**config.mk**
```make
export PLATFORM = sky130hd
export DESIGN_NAME = sync_fifo_flex
export DESIGN_NICKNAME = d
export VERILOG_FILES = /design/src/rtl/fifo_pkg.sv /design/src/rtl/sync_fifo_mem.sv /design/src/rtl/sync_fifo_flex.sv
export SDC_FILE = /design/constraint.sdc
export NUM_CORES = 1
export LEC_CHECK = 0
export CORE_MARGIN = 8
export CORE_UTILIZATION = 60
export DETAILED_ROUTE_END_ITERATION = 6
export PLACE_DENSITY = 0.77
export SYNTH_ARGS = -nofsm -noshare
export SYNTH_HDL_FRONTEND = slang
export SYNTH_SLANG_ARGS = --single-unit
```
**constraint.sdc**
```tcl
create_clock -name clk -period 4.5 [get_ports clk]
set_clock_uncertainty 0.1 [all_clocks]
set_input_delay 0.9 -clock clk [delete_from_list [all_inputs] [get_ports clk]]
set_output_delay 0.9 -clock clk [all_outputs]
set_load 0.03 [all_outputs]
```
**src/rtl/fifo_pkg.sv**
```systemverilog
// Shared types and helpers for the single-clock flexible FIFO.
package fifo_pkg;

  localparam int unsigned FIFO_ADDR_WIDTH = 6;

  typedef enum logic {
    RD_STANDARD = 1'b0,
    RD_FWFT     = 1'b1
  } read_mode_e;

  typedef logic [FIFO_ADDR_WIDTH:0] count_t;

  function automatic int unsigned fifo_depth(input int unsigned addr_width);
    return 32'd1 << addr_width;
  endfunction

endpackage

```
**src/rtl/sync_fifo_mem.sv**
```systemverilog
// Dual-port storage: one write port, read port either registered or combinational.
module sync_fifo_mem
  import fifo_pkg::*;
#(
  parameter int unsigned DATA_WIDTH = 8,
  parameter int unsigned ADDR_WIDTH = FIFO_ADDR_WIDTH,
  parameter bit          REG_READ   = 1'b1
) (
  input  logic                  clk,
  input  logic                  rst,
  input  logic                  we,
  input  logic [ADDR_WIDTH-1:0] waddr,
  input  logic [DATA_WIDTH-1:0] wdata,
  input  logic                  re,
  input  logic [ADDR_WIDTH-1:0] raddr,
  output logic [DATA_WIDTH-1:0] rdata
);

  localparam int unsigned DEPTH = fifo_depth(ADDR_WIDTH);

  logic [DATA_WIDTH-1:0] mem_q [DEPTH];
  logic [DATA_WIDTH-1:0] rdata_q;
  logic [DATA_WIDTH-1:0] rdata_d;

  // Storage array is deliberately not reset.
  always_ff @(posedge clk) begin
    if (we) mem_q[waddr] <= wdata;
  end

  always_comb begin
    rdata_d = rdata_q;
    if (re) rdata_d = mem_q[raddr];
  end

  always_ff @(posedge clk or posedge rst) begin
    if (rst) rdata_q <= '0;
    else     rdata_q <= rdata_d;
  end

  assign rdata = REG_READ ? rdata_q : mem_q[raddr];

endmodule

```
**src/rtl/sync_fifo_flex.sv**
```systemverilog
// Single-clock FIFO with exact count, programmable thresholds, sticky errors
// and selectable standard / first-word-fall-through read.
module sync_fifo_flex
  import fifo_pkg::*;
#(
  parameter int unsigned DATA_WIDTH = 8,
  parameter int unsigned ADDR_WIDTH = FIFO_ADDR_WIDTH,
  parameter bit          FWFT       = 1'b0
) (
  input  logic                  clk,
  input  logic                  rst,
  input  logic                  wr_en,
  input  logic [DATA_WIDTH-1:0] data_in,
  input  logic                  rd_en,
  input  logic [ADDR_WIDTH:0]   af_thresh,
  input  logic [ADDR_WIDTH:0]   ae_thresh,
  input  logic                  clr_err,
  output logic [DATA_WIDTH-1:0] data_out,
  output logic [ADDR_WIDTH:0]   count,
  output logic                  full,
  output logic                  empty,
  output logic                  half,
  output logic                  almost_full,
  output logic                  almost_empty,
  output logic                  overflow,
  output logic                  underflow
);

  localparam int unsigned        DEPTH    = fifo_depth(ADDR_WIDTH);
  localparam int unsigned        CW       = ADDR_WIDTH + 1;
  localparam logic [ADDR_WIDTH:0] DEPTH_C = CW'(DEPTH);
  localparam logic [ADDR_WIDTH:0] HALF_C  = CW'(DEPTH / 2);
  localparam bit                 REG_READ = (read_mode_e'(FWFT) == RD_STANDARD);

  logic [ADDR_WIDTH-1:0] wptr_q, wptr_d;
  logic [ADDR_WIDTH-1:0] rptr_q, rptr_d;
  logic [ADDR_WIDTH:0]   count_q, count_d;
  logic                  overflow_q, overflow_d;
  logic                  underflow_q, underflow_d;
  logic                  wr_acc, rd_acc;

  // Flags decode the registered count so they move on the same edge as count.
  assign full         = (count_q == DEPTH_C);
  assign empty        = (count_q == '0);
  assign half         = (count_q >= HALF_C);
  assign almost_full  = (count_q >= af_thresh);
  assign almost_empty = (count_q <= ae_thresh);

  always_comb begin
    wr_acc      = wr_en & ~full;
    rd_acc      = rd_en & ~empty;
    wptr_d      = wptr_q + ADDR_WIDTH'(wr_acc);
    rptr_d      = rptr_q + ADDR_WIDTH'(rd_acc);
    count_d     = count_q + CW'(wr_acc) - CW'(rd_acc);
    // Set takes priority over a coincident clear.
    overflow_d  = (wr_en & full)  | (overflow_q  & ~clr_err);
    underflow_d = (rd_en & empty) | (underflow_q & ~clr_err);
  end

  always_ff @(posedge clk or posedge rst) begin
    if (rst) begin
      wptr_q      <= '0;
      rptr_q      <= '0;
      count_q     <= '0;
      overflow_q  <= 1'b0;
      underflow_q <= 1'b0;
    end else begin
      wptr_q      <= wptr_d;
      rptr_q      <= rptr_d;
      count_q     <= count_d;
      overflow_q  <= overflow_d;
      underflow_q <= underflow_d;
    end
  end

  assign count     = count_q;
  assign overflow  = overflow_q;
  assign underflow = underflow_q;

  sync_fifo_mem #(
    .DATA_WIDTH (DATA_WIDTH),
    .ADDR_WIDTH (ADDR_WIDTH),
    .REG_READ   (REG_READ)
  ) u_mem (
    .clk   (clk),
    .rst   (rst),
    .we    (wr_acc),
    .waddr (wptr_q),
    .wdata (data_in),
    .re    (rd_acc),
    .raddr (rptr_q),
    .rdata (data_out)
  );

endmodule

```
==> metrics.txt <==
cell count after synthesis=1168; Worst-path clk slew=60 ps; register area share after synthesis=74.4%; vias in the first global route=11400; outcome=finished clean; Critical Path Start Type=input pin; routed vias=11300; Final Power=14.9 mW; CP dominant cell by count=a21o_1; Total Nets Final=1318; largest fanout on the critical path=1; Final Wtd Congestion=0.870; CTS tree=done; starting density of the core=60.8%; Pleak=8.27 nW; WP data arrival=3120 ps; total of max-cap violations=0; io pins=49; layout cell share with drive strength beyond 1=16.5%; drt pass-1 iters=6; Clock Path Buffers=3; CTS resizes=0; asr flop ratio synth=5.36%; hold buffers post-CTS=0; total gr overflow=0; Die X=206 um; post-synth top area cell=edfxtp_1; pre-CTS setup slack=353 ps; Filler Cell Count=2186; clk root buf=clkbuf_16; row cnt=69; syn avg cell area=18.5 um2; fin area=24400 um2; critical path type=input pin to primary output; worst min path class=register to register; Worst Tran Pin Value=1150 ps; Iter 0 DRT Violations=1244; Slew HR=23.0%; family with the most delay on the worst path=buffers and inverters; Clock Sinks=541; Yosys warnings=0; hold_ws=383 ps; synth cell count leaders=512 x edfxtp_1, 100 x nor2_1, 96 x mux2i_1; Multi-input gate area=5120 um2; hpwl dp=29500 um; worst vdd ir=0.432 mV; Final setup viols=0; die area=42400 um2; largest net degree at the start of global routing=65; placed cell area=22800 um2; slowest CP cell=clkdlybuf4s50_1; input/output buffers=48; depth of the CTS H-tree=2; most frequent cell after synthesis=edfxtp_1; post-synth top area share=71.0%; initial antenna violation count=0; Yosys reg bits=541; Crit path buffers/inverters=2; first-pass GRT wire length=71000 um; max-slew violations=0; Post-Syn Nets=1225; Antenna diodes=0; post-route setup TNS=0 ps; Post-Syn Area=21600 um2; RSZ-0062 raised after global routing=false; Top FF cell, synth=edfxtp_1; Clock Latency Late Sink=570 ps; CP cell instances=clkdlybuf4s50_1, ha_1, nand2b_1, a21o_1, a21o_1, a21o_1, a21oi_1, o21ai_0, clkdlybuf4s50_1; Post-synth EDFFs=512; total track usage=22.7%; Yosys cell types=49; Core ar.=35600 um2; Final ANT Viol Nets=0; post-DR wirelength/cell=27.1 um; synthesis-to-finish area growth=12.7%; P per Cell Area=609 nW/um2; endpoints failing hold=0; CTS buffer count=50; CP Data Required Time=3500 ps; postcts setup bufs=0; fmax=0.243 GHz; Synth area leaders=edfxtp_1 71%, mux4_2 9.1%, mux2i_1 4.4%; Setup crit end kind=primary output; routed wire length=47700 um; period utilization=91.6%; drt drc=0; Slowest Stage Delay on Critical Path=610 ps; post-route setup slack=379 ps; min cycle time layout=4120 ps; Register Area=16100 um2; DR vias/cell=6.44; chip height=206 um
-- flip-flops by register name, summed over array words and instances, names as in the netlist --
signal	cells
u_mem.rdata	8
underflow	1
count	7
rptr_q	6
u_mem.mem_q	512
wptr_q	6
overflow	1
-- cell type report --
| cell class | instances | area share (%) |
|---|---|---|
| Tap cell | 461 | 2.36 |
| Clock buffer | 61 | 5.56 |
| Timing Repair Buffer | 95 | 3.41 |
| Clock inverter | 30 | 1.16 |
| Multi-Input combinational cell | 541 | 21.0 |
| Inverter | 32 | 0.492 |
| Sequential cell | 541 | 66.0 |
-- logic make-up after synthesis --
kind of cell / after synthesis / synth area share, %
xor gates and xnor gates: 13 / 0.526
DFF: 541 / 74.4
adders and majority gates: 30 / 1.77
AOI/OAI and AO/OA: 129 / 4.10
buffers and inverters: 86 / 1.93
and+or+nand+nor: 185 / 3.67
muxes: 184 / 13.6
-- through the flow --
step	utilization, %	cells
after floorplan	-	1168
after global placement	64.0	1670
after detailed placement	64.0	1670
after CTS	68.6	1761
after global routing	68.6	1761
final	68.6	1761
-- power breakdown --
group	total, mW	internal [mW]	switching (mW)	leakage [nW]
clock network	4.20	2.47	1.73	0.800
registers	6.32	5.81	0.515	4.95
logic	4.34	1.86	2.48	2.51
-- worst min-delay path, stage by stage, from the launching register on --
cell and delay (ps):
dfrtp_1 340, nand2_1 50, o21ai_0 60
-- cells in the final DEF (no fill, tap or decap), drive strengths merged, types with 2 or more instances in the layout --
cell,instances
and2,2
edfxtp,512
a32o,2
mux2i,96
a31oi,4
nand2b,8
o22ai,15
nand3,19
nand3b,2
nand2,38
dfrtp,29
a21oi,23
clkbuf,61
clkdlybuf4s50,40
buf,55
xor2,6
inv,31
xnor2,7
a21boi,4
bufinv,6
nand4,3
nor2,100
a22oi,38
mux4,88
clkinv,24
a21o,5
a211oi,3
or2,2
nor2b,7
a22o,2
o41ai,9
o21ai,14
o32ai,4
ha,29
-- final timing paths --
kind | slack (ps) | start | depth (start not counted) | to
worst max register to register | 910 | count[2]$_DFF_PP0_ | 17 | count[6]$_DFF_PP0_
min in group asynchronous | 610 | rst | 3 | overflow$_DFF_PP0_
worst max-delay path | 380 | af_thresh[0] | 9 | almost_full
worst min register to register | 380 | u_mem.rdata[0]$_DFFE_PP0P_ | 2 | u_mem.rdata[0]$_DFFE_PP0P_
worst min-delay path | 380 | u_mem.rdata[0]$_DFFE_PP0P_ | 2 | u_mem.rdata[0]$_DFFE_PP0P_
max in group asynchronous | 3360 | rst | 3 | rptr_q[0]$_DFF_PP0_
-- routing by layer --
layer / global-route usage, % / routed length [um] / part of all wire [%] / vias up
met1: 32.6 / 19000 / 40 / 5726
li1: - / - / - / 4857
met4: 9.10 / 1940 / 4.1 / 0
met5: 0 / 0 / 0 / -
met3: 3.84 / 4550 / 9.5 / 122
met2: 34.7 / 22200 / 47 / 635
Power figures use the tool's default switching activity.
